File: src/rtl/alu_exec_unit.sv
// Handshaked ALU: single-cycle logic/arith ops, bit-serial shifts, optional shift-add multiply.
// Optional feature: define ALU_EXEC_MUL_EN to decode ALUOp 11 / Funct 0000 as a bit-serial MUL.
module alu_exec_unit #(
    parameter int WIDTH = 64,
    parameter int SHW   = $clog2(WIDTH)
) (
    input  logic             clk,
    input  logic             reset,
    input  logic             in_valid,
    output logic             in_ready,
    input  logic [1:0]       ALUOp,
    input  logic [3:0]       Funct,
    input  logic [WIDTH-1:0] a,
    input  logic [WIDTH-1:0] b,
    output logic             out_valid,
    input  logic             out_ready,
    output logic [WIDTH-1:0] result,
    output logic             zero,
    output logic             illegal
);

    typedef enum logic [3:0] {
        OP_ADD, OP_SUB, OP_AND, OP_OR, OP_XOR,
        OP_SLL, OP_SRL, OP_SRA, OP_SLT, OP_MUL, OP_ILL
    } op_e;

`ifdef ALU_EXEC_MUL_EN
    typedef enum logic [1:0] {IDLE, SHIFT, MUL, DONE} state_e;
`else
    typedef enum logic [1:0] {IDLE, SHIFT, DONE} state_e;
`endif

    state_e             state_q, state_d;
    op_e                dec_op, op_q;
    logic [WIDTH-1:0]   res_q, fast_res;
    logic [SHW:0]       cnt_q;
    logic               ill_q;
    logic [SHW-1:0]     shamt;

`ifdef ALU_EXEC_MUL_EN
    logic [WIDTH-1:0]   mcand_q, mplier_q;
`endif

    assign shamt = b[SHW-1:0];

    always_comb begin
        dec_op = OP_ILL;
        case (ALUOp)
            2'b00: dec_op = (Funct[2:0] == 3'b001) ? OP_SLL : OP_ADD;
            2'b01: dec_op = OP_SUB;
            2'b10: begin
                case (Funct)
                    4'b0000: dec_op = OP_ADD;
                    4'b1000: dec_op = OP_SUB;
                    4'b0111: dec_op = OP_AND;
                    4'b0110: dec_op = OP_OR;
                    4'b0100: dec_op = OP_XOR;
                    4'b0001: dec_op = OP_SLL;
                    4'b0101: dec_op = OP_SRL;
                    4'b1101: dec_op = OP_SRA;
                    4'b0010: dec_op = OP_SLT;
                    default: dec_op = OP_ILL;
                endcase
            end
`ifdef ALU_EXEC_MUL_EN
            2'b11: dec_op = (Funct == 4'b0000) ? OP_MUL : OP_ILL;
`endif
            default: dec_op = OP_ILL;
        endcase
    end

    // Value loaded into the result register on acceptance; shifts start from a, MUL from 0.
    always_comb begin
        fast_res = '0;
        case (dec_op)
            OP_ADD:                 fast_res = a + b;
            OP_SUB:                 fast_res = a - b;
            OP_AND:                 fast_res = a & b;
            OP_OR:                  fast_res = a | b;
            OP_XOR:                 fast_res = a ^ b;
            OP_SLT:                 fast_res = {{(WIDTH-1){1'b0}}, ($signed(a) < $signed(b))};
            OP_SLL, OP_SRL, OP_SRA: fast_res = a;
            default:                fast_res = '0;
        endcase
    end

    always_comb begin
        state_d   = state_q;
        in_ready  = 1'b0;
        out_valid = 1'b0;
        case (state_q)
            IDLE: begin
                in_ready = 1'b1;
                if (in_valid) begin
                    case (dec_op)
                        OP_SLL, OP_SRL, OP_SRA: state_d = (shamt == '0) ? DONE : SHIFT;
`ifdef ALU_EXEC_MUL_EN
                        OP_MUL:                 state_d = MUL;
`endif
                        default:                state_d = DONE;
                    endcase
                end
            end
            SHIFT: if (cnt_q == (SHW+1)'(1)) state_d = DONE;
`ifdef ALU_EXEC_MUL_EN
            MUL:   if (cnt_q == (SHW+1)'(1)) state_d = DONE;
`endif
            DONE: begin
                out_valid = 1'b1;
                if (out_ready) state_d = IDLE;
            end
            default: state_d = IDLE;
        endcase
    end

    always_ff @(posedge clk or posedge reset) begin
        if (reset) state_q <= IDLE;
        else       state_q <= state_d;
    end

    always_ff @(posedge clk or posedge reset) begin
        if (reset) begin
            res_q    <= '0;
            cnt_q    <= '0;
            op_q     <= OP_ADD;
            ill_q    <= 1'b0;
`ifdef ALU_EXEC_MUL_EN
            mcand_q  <= '0;
            mplier_q <= '0;
`endif
        end else begin
            case (state_q)
                IDLE: if (in_valid) begin
                    op_q  <= dec_op;
                    ill_q <= (dec_op == OP_ILL);
                    res_q <= fast_res;
                    cnt_q <= (dec_op == OP_MUL) ? (SHW+1)'(WIDTH) : {1'b0, shamt};
`ifdef ALU_EXEC_MUL_EN
                    mcand_q  <= a;
                    mplier_q <= b;
`endif
                end
                SHIFT: begin
                    cnt_q <= cnt_q - 1'b1;
                    // SRA: the MSB never changes, so it still equals the captured a[WIDTH-1].
                    case (op_q)
                        OP_SLL:  res_q <= {res_q[WIDTH-2:0], 1'b0};
                        OP_SRL:  res_q <= {1'b0, res_q[WIDTH-1:1]};
                        default: res_q <= {res_q[WIDTH-1], res_q[WIDTH-1:1]};
                    endcase
                end
`ifdef ALU_EXEC_MUL_EN
                MUL: begin
                    cnt_q    <= cnt_q - 1'b1;
                    if (mplier_q[0]) res_q <= res_q + mcand_q;
                    mcand_q  <= {mcand_q[WIDTH-2:0], 1'b0};
                    mplier_q <= {1'b0, mplier_q[WIDTH-1:1]};
                end
`endif
                default: ;
            endcase
        end
    end

    assign result  = res_q;
    assign zero    = (res_q == '0);
    assign illegal = ill_q;

endmodule

File: config.mk
export PLATFORM = sky130hd
export DESIGN_NAME = alu_exec_unit
export DESIGN_NICKNAME = d
export VERILOG_FILES = /design/src/rtl/alu_exec_unit.sv
export SDC_FILE = /design/constraint.sdc
export NUM_CORES = 1
export LEC_CHECK = 0
export ABC_AREA = 1
export CAP_MARGIN = 10
export CORE_UTILIZATION = 40
export CTS_BUF_LIST = sky130_fd_sc_hd__clkbuf_16
export DETAILED_ROUTE_END_ITERATION = 10
export PLACE_DENSITY_LB_ADDON = 0.2
export RECOVER_POWER = 25
export SYNTH_ARGS = -nofsm -noshare
export SYNTH_HDL_FRONTEND = slang
export SYNTH_SLANG_ARGS = --single-unit
File: constraint.sdc
create_clock -name clk -period 2.85 [get_ports clk]
set_input_delay 0.4275 -clock clk [delete_from_list [all_inputs] [get_ports clk]]
set_output_delay 0.4275 -clock clk [all_outputs]
set_load 0.03 [all_outputs]
==> run metrics <==
Post-route DRC=0; mux contribution to synthesized area=0; PwrDens=412.5 mW/mm^2; source of the critical timing path=b[4]; # port buffers=205; kind of start point of the critical path=input port; number of max-cap violations=1; largest incremental delay on the critical path=0.50 ns; filler instances=5350; most frequent cell on the critical path=sky130_fd_sc_hd__nand2_1; CTS tree=done; final worst hold slack=0.5033 ns; post-synth net total=4567; maximum resistive drop on vdd=0.4452 mV; H-tree lvl count=3; reg-to-reg startpoint=op_q[2]; worst clock skew=0.006855 ns; average wire per standard cell=18.46 um; post-synthesis cell count=4202; time the final worst path needs with I/O delays and setup=2.772 ns; multi-input logic area=0.01715 mm^2; power share of the combinational group=0.735; number of optimization iterations in the first detailed-route pass=6; CP Capture Type=flop; die area=0.05382 mm^2; via count of the first global-routing pass=27240; part of the power in registers=0.177; flip-flop and latch count after synthesis=78; net switching fraction of the power=0.5254; WP buf/inv=6; post-synthesis instance area=0.02116 mm^2; most frequent standard cell in the layout excluding fill and tap cells=sky130_fd_sc_hd__nand2_1; routability cong.=1.089; CP required=3.12 ns; clock buffer count from CTS=9; type of the tightest min-delay check=reg2reg; global-route wire length before repair=157.4 mm; antenna violations before repair=2; layout net count=5483; Row Count=83; clock slew at the register clock pins of the worst setup and hold paths=0.06 ns; min-delay src=op_q[2]; clock latency on the worst-skew pair=0.34 ns; Post-synth EDFFs=0; dominant combinational cell family by area after synthesis=simple AND/OR/NAND/NOR gates; Synth Area per Inst=5.035 um^2; number of DRC markers after the initial detailed-route iteration=2572; maximum fanout count along the critical path=4; post-route clock period utilization=0.9725; run status=finished, violations left; Global Route Usage Sum=0.3860; count of pins over their slew limit=79; share of flip-flops with an asynchronous set or reset after synthesis=1.000; Post-Synth XOR/XNOR Area=0.009934; Detailed Place HPWL=91.13 mm; violations in the final reports=capacitance limit, slew limit; Clock Root Buffer=sky130_fd_sc_hd__clkbuf_16; largest net degree at the start of global routing=79; io pins=206; core area=0.05182 mm^2; Sequential Area=0.001952 mm^2; sequential element share of the synthesized area=0.09225; master of the slowest instance on the critical path=sky130_fd_sc_hd__clkdlybuf4s50_1; WS Path Type=in2reg; Top delay family on crit path=buffers and inverters; Internal Pwr Total=6.330 mW; Layout area overhead=52.81%; antenna-violating nets left=0; via density per instance=5.032; Max Clock Freq=0.3608 GHz; total gr overflow=0; y dimension of the die=232.0 um; final setup violating endpoints=0; total wirelength of the detailed-routed design=107.2 mm; horizontal extent of the die=232.0 um; leakage=18.91 nW; reported net switching power=7.007 mW; fraction of final layout cells sized beyond drive strength 1=0.2477; count of placed standard cells including taps=5776; number of distinct library cells after synthesis=45; clock tree sinks=78; Design Power=13.34 mW; top_reg_cell synth=sky130_fd_sc_hd__dfrtp_1; Yosys warning total=0; Least-Margin Pin Slew=2.007 ns; Critical Path AT=3.04 ns; post-synthesis simple-gate area fraction=0.4657; final standard cell count with taps included and fillers excluded=5804; Max Buffers Root-to-Sink=2; number of hold violations in the final report=0; starting density of the core=0.4083; compound-cell area share of the yosys netlist=0.1129; max_slew headroom=-0.3379; Via Count=29210; clock network fraction of total power=0.088; arithmetic-cell share of the synthesized area counting full adders, half adders and majority gates=0.1349; RSZ-0062 raised after global routing=true; highest-count cells in the layout ignoring fill and taps=sky130_fd_sc_hd__nand2_1, sky130_fd_sc_hd__inv_1, sky130_fd_sc_hd__buf_4; worst-path cell chain=clkdlybuf4s50_1, inv_2, ha_4, buf_4, nand2_1, inv_1, nand2_1, nand2_1, nand2_1, nand3_2, a21oi_2, buf_4, nor2_1, o21ai_0, nand3_1, nand3_2, buf_12, nand2_1, a21oi_1
-- repair_timing --
| action | CTS | global route |
|---|---|---|
| gates cloned | 0 | 1 |
| hold buffers | 0 | 0 |
| endpoints found under the setup margin | 46 | 60 |
| pin swaps | 3 | 58 |
| setup buffers | 2 | 8 |
| resized for setup | 80 | 405 |
-- cell usage after synthesis, types with 2 or more instances --
library cell | instances | area (um^2)
sky130_fd_sc_hd__nor2_2 | 6 | 37.54
sky130_fd_sc_hd__nor3_2 | 2 | 20.02
sky130_fd_sc_hd__nor4_1 | 19 | 118.9
sky130_fd_sc_hd__o21ai_1 | 15 | 75.07
sky130_fd_sc_hd__nand2_2 | 4 | 25.02
sky130_fd_sc_hd__inv_2 | 8 | 30.03
sky130_fd_sc_hd__xor2_1 | 23 | 201.4
sky130_fd_sc_hd__nor3b_1 | 3 | 22.52
sky130_fd_sc_hd__o31ai_1 | 3 | 22.52
sky130_fd_sc_hd__ha_1 | 225 | 2815
sky130_fd_sc_hd__a31oi_1 | 5 | 31.28
sky130_fd_sc_hd__a21boi_1 | 44 | 330.3
sky130_fd_sc_hd__inv_1 | 884 | 3318
sky130_fd_sc_hd__a21oi_1 | 147 | 735.7
sky130_fd_sc_hd__o211ai_1 | 6 | 45.04
sky130_fd_sc_hd__fa_1 | 2 | 40.04
sky130_fd_sc_hd__buf_2 | 26 | 130.1
sky130_fd_sc_hd__nor2_1 | 444 | 1667
sky130_fd_sc_hd__o21ai_0 | 198 | 991.0
sky130_fd_sc_hd__nand3_1 | 291 | 1456
sky130_fd_sc_hd__or2_0 | 3 | 18.77
sky130_fd_sc_hd__buf_1 | 6 | 22.52
sky130_fd_sc_hd__dfrtp_1 | 78 | 1952
sky130_fd_sc_hd__nor3_1 | 32 | 160.2
sky130_fd_sc_hd__nand3b_1 | 38 | 285.3
sky130_fd_sc_hd__nand2_1 | 1515 | 5687
sky130_fd_sc_hd__o21bai_1 | 14 | 105.1
sky130_fd_sc_hd__nor2_4 | 3 | 33.78
sky130_fd_sc_hd__clkbuf_1 | 93 | 349.1
sky130_fd_sc_hd__buf_4 | 6 | 45.04
sky130_fd_sc_hd__or2_2 | 16 | 100.1
sky130_fd_sc_hd__and2_1 | 8 | 50.05
sky130_fd_sc_hd__nand4_1 | 23 | 143.9
-- flip-flops by register name, indices dropped and copies added (netlist names) --
name	cells
op_q	4
illegal	1
cnt_q	7
state_q	2
result	64
-- power by group through the flow --
stage | clock, mW | combinational, mW | sequential [mW]
CTS | 1.18 | 9.24 | 2.33
finish | 1.18 | 9.80 | 2.36
global placement | 0 | 9.06 | 2.34
detailed placement | 0 | 9.12 | 2.34
floorplan | 0 | 3.78 | 3.06
global route | 1.23 | 10.5 | 2.42
-- worst register-to-register path, stage by stage, from the launching register on --
cell and delay [ns]:
sky130_fd_sc_hd__dfrtp_1 0.37, sky130_fd_sc_hd__inv_1 0.05, sky130_fd_sc_hd__nor2_1 0.04, sky130_fd_sc_hd__inv_1 0.11, sky130_fd_sc_hd__nor3_4 0.05, sky130_fd_sc_hd__inv_2 0.58
sky130_fd_sc_hd__buf_4 0.33, sky130_fd_sc_hd__nor2_1 0.05, sky130_fd_sc_hd__o21ai_0 0.16, sky130_fd_sc_hd__inv_1 0.06, sky130_fd_sc_hd__a21boi_1 0.15
-- final cells by class --
cell class	count	share of cell area
diodes	1	0.00007739
clock inverters	7	0.002206
clock buffers	9	0.006965
flip-flops and latches	78	0.06037
multi-input cells	3100	0.5305
inverters	893	0.1037
repair buffers	1036	0.2699
well taps	680	0.02631
-- per-layer routing --
metal	GRT usage	share of wire	vias up
met5	0	0.00023	-
met4	0.1859	0.060	4
met3	0.07024	0.080	273
met2	0.6563	0.46	1204
met1	0.4659	0.40	13230
li1	-	-	14490
-- cell families (layout without fill, tap and decap cells) --
kind of cell               Yosys count  count (layout)
DFF                                 78              78
buffers and inverters             1024            1945
AOI/OAI and AO/OA                  439             439
and+or+nand+nor                   2410            2410
adders and majority gates          227             227
xor gates and xnor gates            24              24
other                                0               1
-- final timing paths --
check / to / slack [ns] / cells past startpoint
max in group asynchronous: result[62] / 0.40 / 3
min reg2reg: op_q[2] / 0.50 / 2
min in group asynchronous: result[4] / 1.24 / 3
min: op_q[2] / 0.50 / 2
max: result[33] / 0.08 / 19
max reg2reg: result[40] / 0.82 / 10
-- metrics by stage --
step | setup TNS [ns] | utilization | cell area, um^2 | setup slack (ns)
final | 0 | 0.6239 | 32330 | 0.07835
after global routing | -0.2582 | 0.6239 | 32330 | -0.04750
after CTS | -0.006228 | 0.5920 | 30680 | -0.006011
after detailed placement | -25.61 | 0.5798 | 30040 | -0.6357
after global placement | -23.88 | 0.5798 | 30040 | -0.5999
after floorplan | 0 | - | 21160 | 0.4275
(Power assumes the default switching activity.)
